--- config.mk ---
export PLATFORM = sky130hd
export DESIGN_NAME = vldst_seq
export DESIGN_NICKNAME = d
export VERILOG_FILES = /design/src/rtl/vldst_pkg.sv /design/src/rtl/vldst_addr_gen.sv /design/src/rtl/vldst_seq.sv
export SDC_FILE = /design/constraint.sdc
export NUM_CORES = 1
export LEC_CHECK = 0
export ABC_AREA = 1
export CAP_MARGIN = 20
export CORE_AREA = 2 2 53 105
export DETAILED_ROUTE_END_ITERATION = 16
export DIE_AREA = 0 0 55 107
export PLACE_DENSITY = 0.84
export SYNTH_ARGS = -nofsm -noshare
export SYNTH_HDL_FRONTEND = slang
export SYNTH_SLANG_ARGS = --single-unit
--- constraint.sdc ---
create_clock -name Clk1 -period 2.24 [get_ports Clk1]
set_input_delay 0.224 -clock Clk1 [delete_from_list [all_inputs] [get_ports Clk1]]
set_output_delay 0.224 -clock Clk1 [all_outputs]
set_load 0.05 [all_outputs]
--- src/rtl/vldst_pkg.sv ---
// Shared types and constants for the vector load/store sequencer.
package vldst_pkg;

  typedef enum logic [1:0] {
    IDLE  = 2'd0,
    ISSUE = 2'd1,
    DRAIN = 2'd2,
    DONE  = 2'd3
  } state_t;

  localparam logic OP_LOAD  = 1'b0;
  localparam logic OP_STORE = 1'b1;

  localparam int DEF_AW    = 16;
  localparam int DEF_DW    = 16;
  localparam int DEF_NELEM = 16;

endpackage

--- src/rtl/vldst_addr_gen.sv ---
// Running-address accumulator and element counter for vldst_seq.
module vldst_addr_gen
  import vldst_pkg::*;
#(
  parameter int AW    = DEF_AW,
  parameter int NELEM = DEF_NELEM,
  localparam int EW   = $clog2(NELEM)
) (
  input  logic          Clk1,
  input  logic          Reset,
  input  logic          clear,
  input  logic          load,
  input  logic          advance,
  input  logic [AW-1:0] base,
  input  logic [AW-1:0] stride,
  output logic [AW-1:0] addr,
  output logic [EW-1:0] idx,
  output logic          last
);

  // NOTE: state registers use non-blocking assignments so every flop samples
  // pre-edge values regardless of process evaluation order.
  always_ff @(posedge Clk1) begin
    if (Reset || clear) begin
      addr <= '0;
      idx  <= '0;
    end else if (load) begin
      addr <= base;
      idx  <= '0;
    end else if (advance) begin
      addr <= addr + stride;
      idx  <= idx + 1'b1;
    end
  end

  assign last = (idx == EW'(NELEM - 1));

endmodule

--- src/rtl/vldst_seq.sv ---
// Vector load/store sequencer: streams NELEM elements between memory and a vreg.
// Optional VLDST_STRIDE_EN adds a stride port; otherwise the address step is 1.
module vldst_seq
  import vldst_pkg::*;
#(
  parameter int AW    = DEF_AW,
  parameter int DW    = DEF_DW,
  parameter int NELEM = DEF_NELEM,
  localparam int EW   = $clog2(NELEM)
) (
  input  logic          Clk1,
  input  logic          Reset,
  input  logic          start,
  input  logic          op,
  input  logic [AW-1:0] base,
  input  logic [2:0]    vreg,
`ifdef VLDST_STRIDE_EN
  input  logic [AW-1:0] stride,
`endif
  output logic          busy,
  output logic          done,
  output logic [AW-1:0] MemAddr,
  output logic          MemRD,
  output logic          MemWR,
  output logic [DW-1:0] MemWData,
  input  logic [DW-1:0] MemRData,
  input  logic          MemRdy,
  output logic [2:0]    VAddr,
  output logic [EW-1:0] VRElem,
  input  logic [DW-1:0] VRData,
  output logic          VWE,
  output logic [EW-1:0] VWElem,
  output logic [DW-1:0] VWData
);

  state_t        state_q, state_d;
  logic          op_q;
  logic [2:0]    vreg_q;
  logic          pend_q;
  logic [EW-1:0] pend_idx_q;
  logic [AW-1:0] step;
  logic [AW-1:0] addr;
  logic [EW-1:0] idx;
  logic          last;
  logic          accept;
  logic          take_start;

  assign take_start = (state_q == IDLE) && start;
  assign accept     = (state_q == ISSUE) && MemRdy;

`ifdef VLDST_STRIDE_EN
  logic [AW-1:0] stride_q;

  always_ff @(posedge Clk1) begin
    if (Reset)           stride_q <= '0;
    else if (take_start) stride_q <= stride;
  end

  assign step = stride_q;
`else
  assign step = AW'(1);
`endif

  // Accumulator is zeroed in DONE so MemAddr sits at 0 again once idle.
  vldst_addr_gen #(
    .AW    (AW),
    .NELEM (NELEM)
  ) u_addr_gen (
    .Clk1    (Clk1),
    .Reset   (Reset),
    .clear   (state_q == DONE),
    .load    (take_start),
    .advance (accept),
    .base    (base),
    .stride  (step),
    .addr    (addr),
    .idx     (idx),
    .last    (last)
  );

  // NOTE: next-state is defaulted to the current state before the case so
  // no path through the block leaves it unassigned (no latch).
  always_comb begin
    state_d = state_q;
    case (state_q)
      IDLE:    if (start) state_d = ISSUE;
      ISSUE:   if (MemRdy && last) state_d = (op_q == OP_LOAD) ? DRAIN : DONE;
      DRAIN:   state_d = DONE;
      DONE:    state_d = IDLE;
      default: state_d = IDLE;
    endcase
  end

  always_ff @(posedge Clk1) begin
    if (Reset) begin
      state_q    <= IDLE;
      op_q       <= OP_LOAD;
      vreg_q     <= '0;
      pend_q     <= 1'b0;
      pend_idx_q <= '0;
    end else begin
      state_q <= state_d;
      if (take_start) begin
        op_q   <= op;
        vreg_q <= vreg;
      end
      // Each accepted load element is written back in the following cycle.
      pend_q <= accept && (op_q == OP_LOAD);
      if (accept) pend_idx_q <= idx;
    end
  end

  assign busy     = (state_q != IDLE);
  assign done     = (state_q == DONE);
  assign MemRD    = (state_q == ISSUE) && (op_q == OP_LOAD);
  assign MemWR    = (state_q == ISSUE) && (op_q == OP_STORE);
  assign MemAddr  = addr;
  assign MemWData = MemWR ? VRData : '0;
  assign VAddr    = vreg_q;
  assign VRElem   = idx;
  assign VWE      = pend_q;
  assign VWElem   = pend_idx_q;
  assign VWData   = pend_q ? MemRData : '0;

endmodule

==> run metrics, run 1 <==
initial antenna violation count=0; clock-pin slew on the worst setup and hold paths=0.07 ns; worst hold path type=reg -> reg; DP Area=between 3000 and 4000 um^2; CP Capture Type=output pin; clock tree buffer depth=2; combinational power share=just under 60%; DRT antenna net count=0; Congestion Overflow GR=0; Worst path max stage delay=~0.81 ns; initial drt markers=approximately 120; Die Area=5885 um^2; CP max FO=5; Final setup viols=0; Pwr Total=roughly 3.0 mW; first-pass GRT wire length=between 10,000 and 15,000 um; asr flop ratio synth=0%; Die Y-Extent=~110 um; port bufs=between 100 and 150; startpoint class of the critical path=register; Synth Flop Type=dfxtp_1; Core ar.=around 5100 um^2; Reg2Reg Capture Point=u_addr_gen.addr[8]; fill count=451; final hold violation count=0; sw power=around 1.5 mW; R2R cell count=10; CTS root buf=clkbuf_8; Lkg Pwr=~1.6 nW; Relative slew margins=about 65%; Seq/Total Area, Yosys=30.67%; Rows=37; Sw Ratio=about half; Final Wtd Congestion=~0.85; total CTS buffers=5; top-area cell type share of the netlist area=a little under a third; Final Cell Area=approximately 3500 um^2; Crit Path Category=reg -> out; Layout Nets=about 520; via/cell ratio=4.932; worst setup path endpoint=busy; register area=621.8 um^2; Worst path slowest cell=clkdlybuf4s50_1; part of the cycle the worst path needs=between 90% and 100%; Synth area leaders=dfxtp_1 (31%), nand2_1 (14%), inv_1 (13%), nor2_1 (9.6%), nand3_1 (6.4%); number of remaining DRC errors=0; multi-input logic area=1080 um^2; Worst Path Required=2.02 ns; Initial Utilization=about two fifths; worst-path cell chain=inv_1, ha_1, inv_1, clkdlybuf4s50_1; Syn Area/Cell=between 5 and 6 um^2; share of power burned in registers=between 20% and 30%; largest area contributor in the netlist=dfxtp_1; latest clock arrival within the worst-skew pair=approximately 0.28 ns; EDFF count, synth=0; CP dominant cell by count=inv_1; Post-Syn Area=between 2000 and 2500 um^2; Max Freq=0.4719 GHz; Worst R2R Setup Slack=0.52 ns; vias=between 2,000 and 3,000; Routed WL=just under 7000 um; total negative slack=0 ns; yosys warns=0; Routed wire per std cell=13.13 um; Internal Power=1.506 mW; Reg2Reg Launch Point=state_q[1]; RSZ-0062 raised after global routing=no; top-count cell post-synth=nand2_1; Seq cells post-synth=31; Netlist cell types=27; WP data arrival=1.90 ns; PwrDens=roughly 840 nW/um^2; largest net degree at the start of global routing=18; CTS tree=yes; Worst Skew=0.007331 ns; Max VDD drop=0.5790 mV; HPWL after DPL=5585 um; net count after synthesis=between 400 and 500; # IOs=120; H-tree depth reported by CTS=2; Layout area overhead=74.34%; post-layout minimum cycle time=~2.1 ns; DRT Pass-1 Iters=4; die width=55 um; synthesized instance count=339; run status=complete, no violations; Synth top cells by count=nand2_1 (77), inv_1 (69), nor2_1 (52); slack of the critical path=0.1207 ns; crit path launch=state_q[0]; post-layout util=between 60% and 70%; share of layout cells above drive strength 1=9.783%; vias in the first global route=~2,400; pins over their slew limit=0; number of diodes=0; Worst Max-Slew Pin Slew=about 0.53 ns; worst slack at placement=0.3764 ns; Clock power frac=between 10% and 20%; gr usage total=between 20% and 30%; setup bufs post-CTS=0; total of max-cap violations=0; clock sinks=31
worst min-delay path by stage:
stage / start / endpoint / slack, ns / depth (start not counted)
2_1_floorplan: Reset / VWElem[0] / 0.29 / 1
3_3_place_gp: VWElem[2] / VWElem[2] / 0.45 / 2
3_5_place_dp: VWElem[2] / VWElem[2] / 0.47 / 2
4_1_cts: VWElem[2] / VWElem[2] / 0.48 / 2
5_1_grt: VWElem[2] / VWElem[2] / 0.49 / 2
6_report: VWElem[2] / VWElem[2] / 0.48 / 2
cells by family after synthesis:
| kind of cell | share of synthesized area (%) |
|---|---|
| compound gates | 12.93 |
| xor+xnor | 0.4330 |
| fa+ha+maj | 3.710 |
| buf+inv | 16.08 |
| flops | 30.67 |
| simple gates | 36.18 |
metrics by stage:
stage	hold slack, ns	cells
floorplan	0.2931	339
global placement	0.4539	510
detailed placement	0.4676	510
CTS	0.4769	518
global route	0.4905	518
finish	0.4767	518
worst max-delay path, delay by kind of cell, from the launching register on:
kind	cells	cell delay, ns
fa+ha+maj	1	0.22
buf+inv	3	1.00
flops	1	0.40
flip-flops by register name, summed over array words and instances (netlist names):
signal           flops
u_addr_gen.addr     16
VWElem               4
u_addr_gen.idx       4
VAddr                3
state_q              2
VWE                  1
op_q                 1
final cells by class:
class / count / share of cell area, %
clock buffers: 7 / 2.164
well taps: 58 / 2.057
flip-flops and latches: 31 / 17.63
multi-input cells: 225 / 30.61
repair buffers: 124 / 39.73
inverters: 72 / 7.662
clock inverters: 1 / 0.1419
metal layers:
layer,routed length [um],vias up,GRT usage [%]
li1,-,1275,-
met1,2118,1139,21.35
met2,3959,121,44.81
met3,442,20,4.457
met4,279,0,15.16
met5,0,-,0
repair_timing:
action / 4_1_cts / 5_1_grt
setup endpoints to repair: 0 / 4
hold buffers: 0 / 0
resized for setup: 0 / 3
power groups by stage:
| stage | clock [mW] | combinational, mW | sequential (mW) |
|---|---|---|---|
| after floorplan | 0 | 0.817 | 1.11 |
| after global placement | 0 | 1.70 | 0.816 |
| after detailed placement | 0 | 1.74 | 0.822 |
| after CTS | 0.436 | 1.74 | 0.809 |
| after global routing | 0.452 | 1.88 | 0.826 |
| final | 0.430 | 1.74 | 0.813 |
layout by cell type (no fill, tap or decap):
master / count
nand3_2: 1
a31oi_1: 4
clkdlybuf4s50_1: 101
clkbuf_8: 5
dfxtp_1: 30
o211ai_1: 5
ha_1: 6
nand2_2: 4
buf_12: 17
o21ai_0: 18
clkinv_2: 1
o21ai_1: 2
a211oi_1: 3
nor3_1: 4
nor2_1: 52
a21oi_2: 1
nand4_1: 2
xor2_1: 1
nand2_1: 76
dfxtp_2: 1
nor3_2: 2
inv_2: 3
nand3_1: 26
o21bai_1: 1
clkbuf_1: 2
or2_2: 1
nor2_2: 3
a21oi_1: 12
dlymetal6s2s_1: 1
nor2_4: 1
buf_4: 5
inv_1: 69
(Power assumes the default switching activity.)
==> run 2: changes to the inputs <==
--- a/config.mk
+++ b/config.mk
@@ -7,9 +7,9 @@
 export LEC_CHECK = 0
 export ABC_AREA = 1
 export CAP_MARGIN = 20
-export CORE_AREA = 2 2 53 105
+export CORE_AREA = 2 2 74 76
 export DETAILED_ROUTE_END_ITERATION = 16
-export DIE_AREA = 0 0 55 107
+export DIE_AREA = 0 0 76 78
 export PLACE_DENSITY = 0.84
 export SYNTH_ARGS = -nofsm -noshare
 export SYNTH_HDL_FRONTEND = slang
==> constraint.sdc (replaced) <==
create_clock -name Clk1 -period 2.24 [get_ports Clk1]
set_input_delay 0.224 -clock Clk1 [delete_from_list [all_inputs] [get_ports Clk1]]
set_output_delay 0.224 -clock Clk1 [all_outputs]
set_load 0.01 [all_outputs]
==> run metrics, run 2 (synthesis gave the netlist of run 1 again) <==
run status=complete, no violations; share of power burned in registers=33.2% (+5.9 points); # IOs=120 (unchanged); H-tree depth reported by CTS=2 (unchanged); Die Y-Extent=78 um (-27%); total negative slack=0 ns (unchanged); hold_buf cts=0 (unchanged); sw power=0.9934 mW (-33%); share of layout cells above drive strength 1=5.895% (-3.9 points); Lkg Pwr=1.542 nW (-6.0%); CP max FO=17 (+12); Max Freq=0.4904 GHz (+3.9%); post-layout util=66.72% (-2.5 points); met3 wire len=493 um (+12%); most common cell after layout, fill and taps aside=clkdlybuf4s50_1; Max Used Layer=met4; die width=76 um (+38%); RSZ-0062 raised after global routing=no; vias=2,459 (-3.8%); Clock power frac=17.4% (+3.0 points); Layout Nets=519 (-0.38%); combinational power share=49.4% (-8.9 points); Final setup viols=0 (unchanged); Layout area overhead=66.30%; port bufs=119 (unchanged); via/cell ratio=4.657 (-5.6%); gr usage total=22.97% (-1.1 points); CP Capture Type=output pin; DRT Pass-1 Iters=5 (+1); worst hold path type=reg -> reg; largest net degree at the start of global routing=24 (+6); total of max-cap violations=0 (unchanged); most flop-heavy register=u_addr_gen.addr; Final Wtd Congestion=0.9019 (+6.7%); total CTS buffers=5 (unchanged); Rows=26 (-30%); Internal Power=1.461 mW (-3.0%); WL met2=3313 um (-16%); latest clock arrival within the worst-skew pair=0.28 ns (about the same); WP data arrival=1.82 ns (-0.08 ns); Worst Max-Slew Pin Slew=0.5297 ns (+0.002573 ns); most frequent cells in the layout=clkdlybuf4s50_1 (119), nand2_1 (76), inv_1 (69); number of remaining DRC errors=0 (unchanged); Congestion Overflow GR=0 (unchanged); clock sinks=31 (unchanged); Routed WL=6530 um (-4.0%); Crit Path Category=reg -> out; CTS root buf=clkbuf_8; Core ar.=5042 um^2 (-0.98%); CTS tree=yes; Max VDD drop=0.4487 mV (-23%); final hold violation count=0 (unchanged); Sw Ratio=40.48% (-8.9 points); clock tree buffer depth=2 (unchanged); Worst Path Required=2.02 ns (about the same); Relative slew margins=64.64% (-0.11 points); max reg flops=16 (unchanged); HPWL after DPL=5110 um (-8.5%); PwrDens=729.4 nW/um^2 (-14%); smallest hold slack=0.4845 ns (+0.007844 ns); Initial Utilization=40.12% (+0.39 points); Routed wire per std cell=12.37 um (-5.8%); startpoint class of the critical path=register; M1 WL=2659 um (+26%); pins over their slew limit=0 (unchanged); first-pass GRT wire length=11,180 um (+5.7%); slack of the critical path=0.2009 ns (+0.08020 ns); initial antenna violation count=0 (unchanged); number of diodes=0 (unchanged); clock-pin slew on the worst setup and hold paths=0.07 ns (about the same); vias in the first global route=2,515 (+3.2%); Die Area=5928 um^2 (+0.73%); part of the cycle the worst path needs=91.03% (-3.6 points); initial drt markers=121 (+2.5%); Worst Skew=0.005604 ns (-0.001726 ns); DRT antenna net count=0 (unchanged); post-layout minimum cycle time=2.039 ns (-0.08020 ns); worst slack at placement=0.2362 ns (-0.1402 ns)
[run 2: metrics by stage]
step | total power, mW | std cells | cell area, um^2
detailed placement | 2.022 | 520 | 3269
finish | 2.454 | 528 | 3364
CTS | 2.451 | 528 | 3357
floorplan | 1.471 | 339 | 2023
global route | 2.641 | 528 | 3364
global placement | 1.987 | 520 | 3269
[run 2: final cells by class]
| class | instances | area (um^2) |
|---|---|---|
| clock buffers | 6 | 72.57 |
| clock inverters | 2 | 12.51 |
| fillers | 446 | 1678 |
| inverters | 72 | 270.3 |
| multi-input cells | 225 | 1087 |
| flip-flops and latches | 31 | 620.6 |
| well taps | 70 | 87.58 |
| repair buffers | 122 | 1214 |
[run 2: power by group through the flow]
stage	Combinational, mW	Sequential [mW]	Clock (mW)
floorplan	0.640	0.831	0
detailed placement	1.20	0.820	0
CTS	1.21	0.809	0.430
finish	1.21	0.814	0.427
global route	1.35	0.833	0.455
global placement	1.17	0.815	0
[run 2: metal layers]
metal	vias up	GRT usage [%]
met4	0	6.727
met1	1080	24.57
met2	99	43.30
li1	1271	-
met5	-	0
met3	9	7.209
[run 2: worst max-delay path, stage by stage, from the launching register on]
cell             delay, ns
dfxtp_1               0.32
inv_1                 0.14
ha_2                  0.26
nand2_4               0.14
nor2_1                0.13
clkdlybuf4s50_1       0.55
[run 2: what timing repair did]
action	CTS	global route
hold endpoints to repair	0	0
endpoints found under the setup margin	17	17
pin swaps	0	0
buffers inserted	0	0
resized for setup	1	2
[run 2: path summary, 6_finish.rpt]
kind / cells after the start / to / startpoint / slack, ns
max reg2reg: 9 / u_addr_gen.addr[8] / state_q[0] / 0.51
min reg2reg: 2 / VWElem[0] / VWElem[0] / 0.48
min: 2 / VWElem[0] / VWElem[0] / 0.48
max: 5 / MemWData[0] / state_q[1] / 0.20
==> run 3: changes to the inputs <==
--- a/config.mk
+++ b/config.mk
@@ -7,10 +7,11 @@
 export LEC_CHECK = 0
 export ABC_AREA = 1
 export CAP_MARGIN = 20
-export CORE_AREA = 2 2 74 76
+export CORE_AREA = 2 2 75 77
+export CTS_CLUSTER_SIZE = 12
 export DETAILED_ROUTE_END_ITERATION = 16
-export DIE_AREA = 0 0 76 78
-export PLACE_DENSITY = 0.84
+export DIE_AREA = 0 0 77 79
+export PLACE_DENSITY = 0.82
 export SYNTH_ARGS = -nofsm -noshare
 export SYNTH_HDL_FRONTEND = slang
 export SYNTH_SLANG_ARGS = --single-unit
==> run metrics, run 3 (synthesis gave the netlist of run 1 again) <==
most frequent cells in the layout=clkdlybuf4s50_1 (119), nand2_1 (76), inv_1 (69); startpoint class of the critical path=register; DP Area=3272 um^2 (about the same); share of power burned in registers=32.9% (-0.3 points); number of diodes=0 (unchanged); Max VDD drop=0.4257 mV (-5.1%); DRT Pass-1 Iters=4 (-1); Routed wire per std cell=11.83 um (-4.3%); most common cell after layout, fill and taps aside=clkdlybuf4s50_1; CP max FO=17 (unchanged); Crit Path Category=reg -> out; share of layout cells above drive strength 1=5.908% (+0.013 points); M1 WL=2390 um (-10%); post-layout minimum cycle time=2.048 ns (+0.008566 ns); worst path buffer plus inverter count=2 (unchanged); Internal Power=1.483 mW (+1.5%); Worst R2R Setup Slack=0.44 ns (-0.07 ns); pins over their slew limit=0 (unchanged); run status=complete, no violations; Worst Max-Slew Pin Slew=0.5317 ns (+0.002049 ns); WL met2=3150 um (-4.9%); initial drt markers=156 (+29%); worst-path cell chain=inv_1, ha_2, nand2_4, nor2_1, clkdlybuf4s50_1; final hold violation count=0 (unchanged); RSZ-0062 raised after global routing=no; gr usage total=21.00% (-2.0 points); most flop-heavy register=u_addr_gen.addr; clock sinks=31 (unchanged); Max Freq=0.4884 GHz (-0.42%); via/cell ratio=4.705 (+1.0%); Layout area overhead=66.54%; Sw Ratio=39.93% (-0.55 points); Final setup viols=0 (unchanged); Worst Skew=0.008990 ns (+0.003386 ns); number of remaining DRC errors=0 (unchanged); Die Y-Extent=79 um (+1.3%); # IOs=120 (unchanged); Max Used Layer=met4; port bufs=119 (unchanged); Reg2Reg Capture Point=u_addr_gen.addr[8]; total of max-cap violations=0 (unchanged); clock-pin slew on the worst setup and hold paths=0.07 ns (about the same); Reg2Reg Launch Point=state_q[0]; CTS tree=yes; part of the cycle the worst path needs=91.41% (+0.38 points); total negative slack=0 ns (unchanged); HPWL after DPL=4895 um (-4.2%); Die Area=6083 um^2 (+2.6%); DRT antenna net count=0 (unchanged); Clock power frac=18.0% (+0.6 points); combinational power share=49.1% (-0.3 points); met3 wire len=624 um (+27%); Congestion Overflow GR=0 (unchanged); Worst Path Required=2.02 ns (about the same); Hold EP=VWElem[0]; latest clock arrival within the worst-skew pair=0.28 ns (about the same); WP data arrival=1.82 ns (about the same); vias=2,489 (+1.2%); Routed WL=6259 um (-4.2%); Layout Nets=519 (unchanged); Relative slew margins=64.50% (-0.14 points); vias in the first global route=2,389 (-5.0%); H-tree depth reported by CTS=2 (unchanged); PwrDens=732.8 nW/um^2 (+0.46%); hold depth=2 (unchanged); CTS root buf=clkbuf_8; Core ar.=5338 um^2 (+5.9%); die width=77 um (+1.3%); initial antenna violation count=0 (unchanged); critical path's top delay family=buffers and inverters; Initial Utilization=37.90% (-2.2 points); largest net degree at the start of global routing=23 (-4.2%); Worst path slowest cell=clkdlybuf4s50_1; Rows=27 (+3.8%); first-pass GRT wire length=10,410 um (-6.9%); Final Wtd Congestion=0.8847 (-1.9%); R2R cell count=9 (unchanged); sw power=0.9859 mW (-0.76%); CP Capture Type=output pin; Final Cell Area=3369 um^2 (+0.15%); Worst path max stage delay=0.55 ns (about the same); Hold Startpoint=VWElem[0]; worst hold path type=reg -> reg; max reg flops=16 (unchanged); Lkg Pwr=1.548 nW (+0.38%); hold_buf cts=0 (unchanged); total CTS buffers=5 (unchanged); clock tree buffer depth=2 (unchanged)
run 3: changes by cell type in the layout (fill, tap and decap cells not counted):
cell        before  now
clkinvlp_4       1    0
clkbuf_8         5    6
clkbuf_1         1    0
run 3: through the flow:
stage	worst slack [ns]	utilization [%]	std cells	power (mW)	hold WS, ns
2_1_floorplan	0.8261	-	339	1.471	0.2931
3_3_place_gp	0.3504	61.30	522	1.993	0.4538
3_5_place_dp	0.2436	61.30	522	2.024	0.4626
4_1_cts	0.07348	62.99	529	2.477	0.4749
5_1_grt	0.04543	63.13	529	2.672	0.4922
6_report	0.1924	63.13	529	2.469	0.4695
run 3: worst max-delay path by stage:
stage	cells after the start	from	to
after floorplan	5	state_q[1]	MemWData[10]
after global placement	5	state_q[1]	MemWData[0]
after detailed placement	5	state_q[1]	MemWData[2]
after CTS	5	state_q[1]	MemWData[5]
after global routing	5	state_q[1]	MemWData[3]
final	5	state_q[1]	MemWData[3]
run 3: tightest hold or removal path: cells and delay by family (launching register included):
family,cells,cell delay [ns]
AO/OA/AOI/OAI,1,0.06
flip-flops,1,0.31
AND/OR/NAND/NOR,1,0.06
run 3: what timing repair did:
item	CTS	global route
setup endpoints to repair	17	17
buffers inserted	0	0
gates resized for setup	1	2
run 3: per-layer routing:
| metal | up-vias | GRT usage [%] |
|---|---|---|
| met2 | 121 | 39.04 |
| met1 | 1085 | 22.46 |
| met4 | 0 | 6.607 |
| li1 | 1272 | - |
| met3 | 11 | 7.045 |
| met5 | - | 0 |
run 3: layout make-up:
class / count / area (um^2)
Fill cell: 510 / 1968
Multi-Input combinational cell: 225 / 1087
Clock inverter: 1 / 5.005
Timing Repair Buffer: 122 / 1214
Tap cell: 72 / 90.09
Clock buffer: 6 / 82.58
Sequential cell: 31 / 620.6
Inverter: 72 / 270.3
run 3: power groups by stage:
| stage | clock, mW | sequential [mW] | combinational [mW] |
|---|---|---|---|
| 4_1_cts | 0.456 | 0.808 | 1.21 |
| 3_5_place_dp | 0 | 0.821 | 1.20 |
| 3_3_place_gp | 0 | 0.813 | 1.18 |
| 2_1_floorplan | 0 | 0.831 | 0.640 |
| 5_1_grt | 0.492 | 0.836 | 1.34 |
| 6_report | 0.444 | 0.813 | 1.21 |
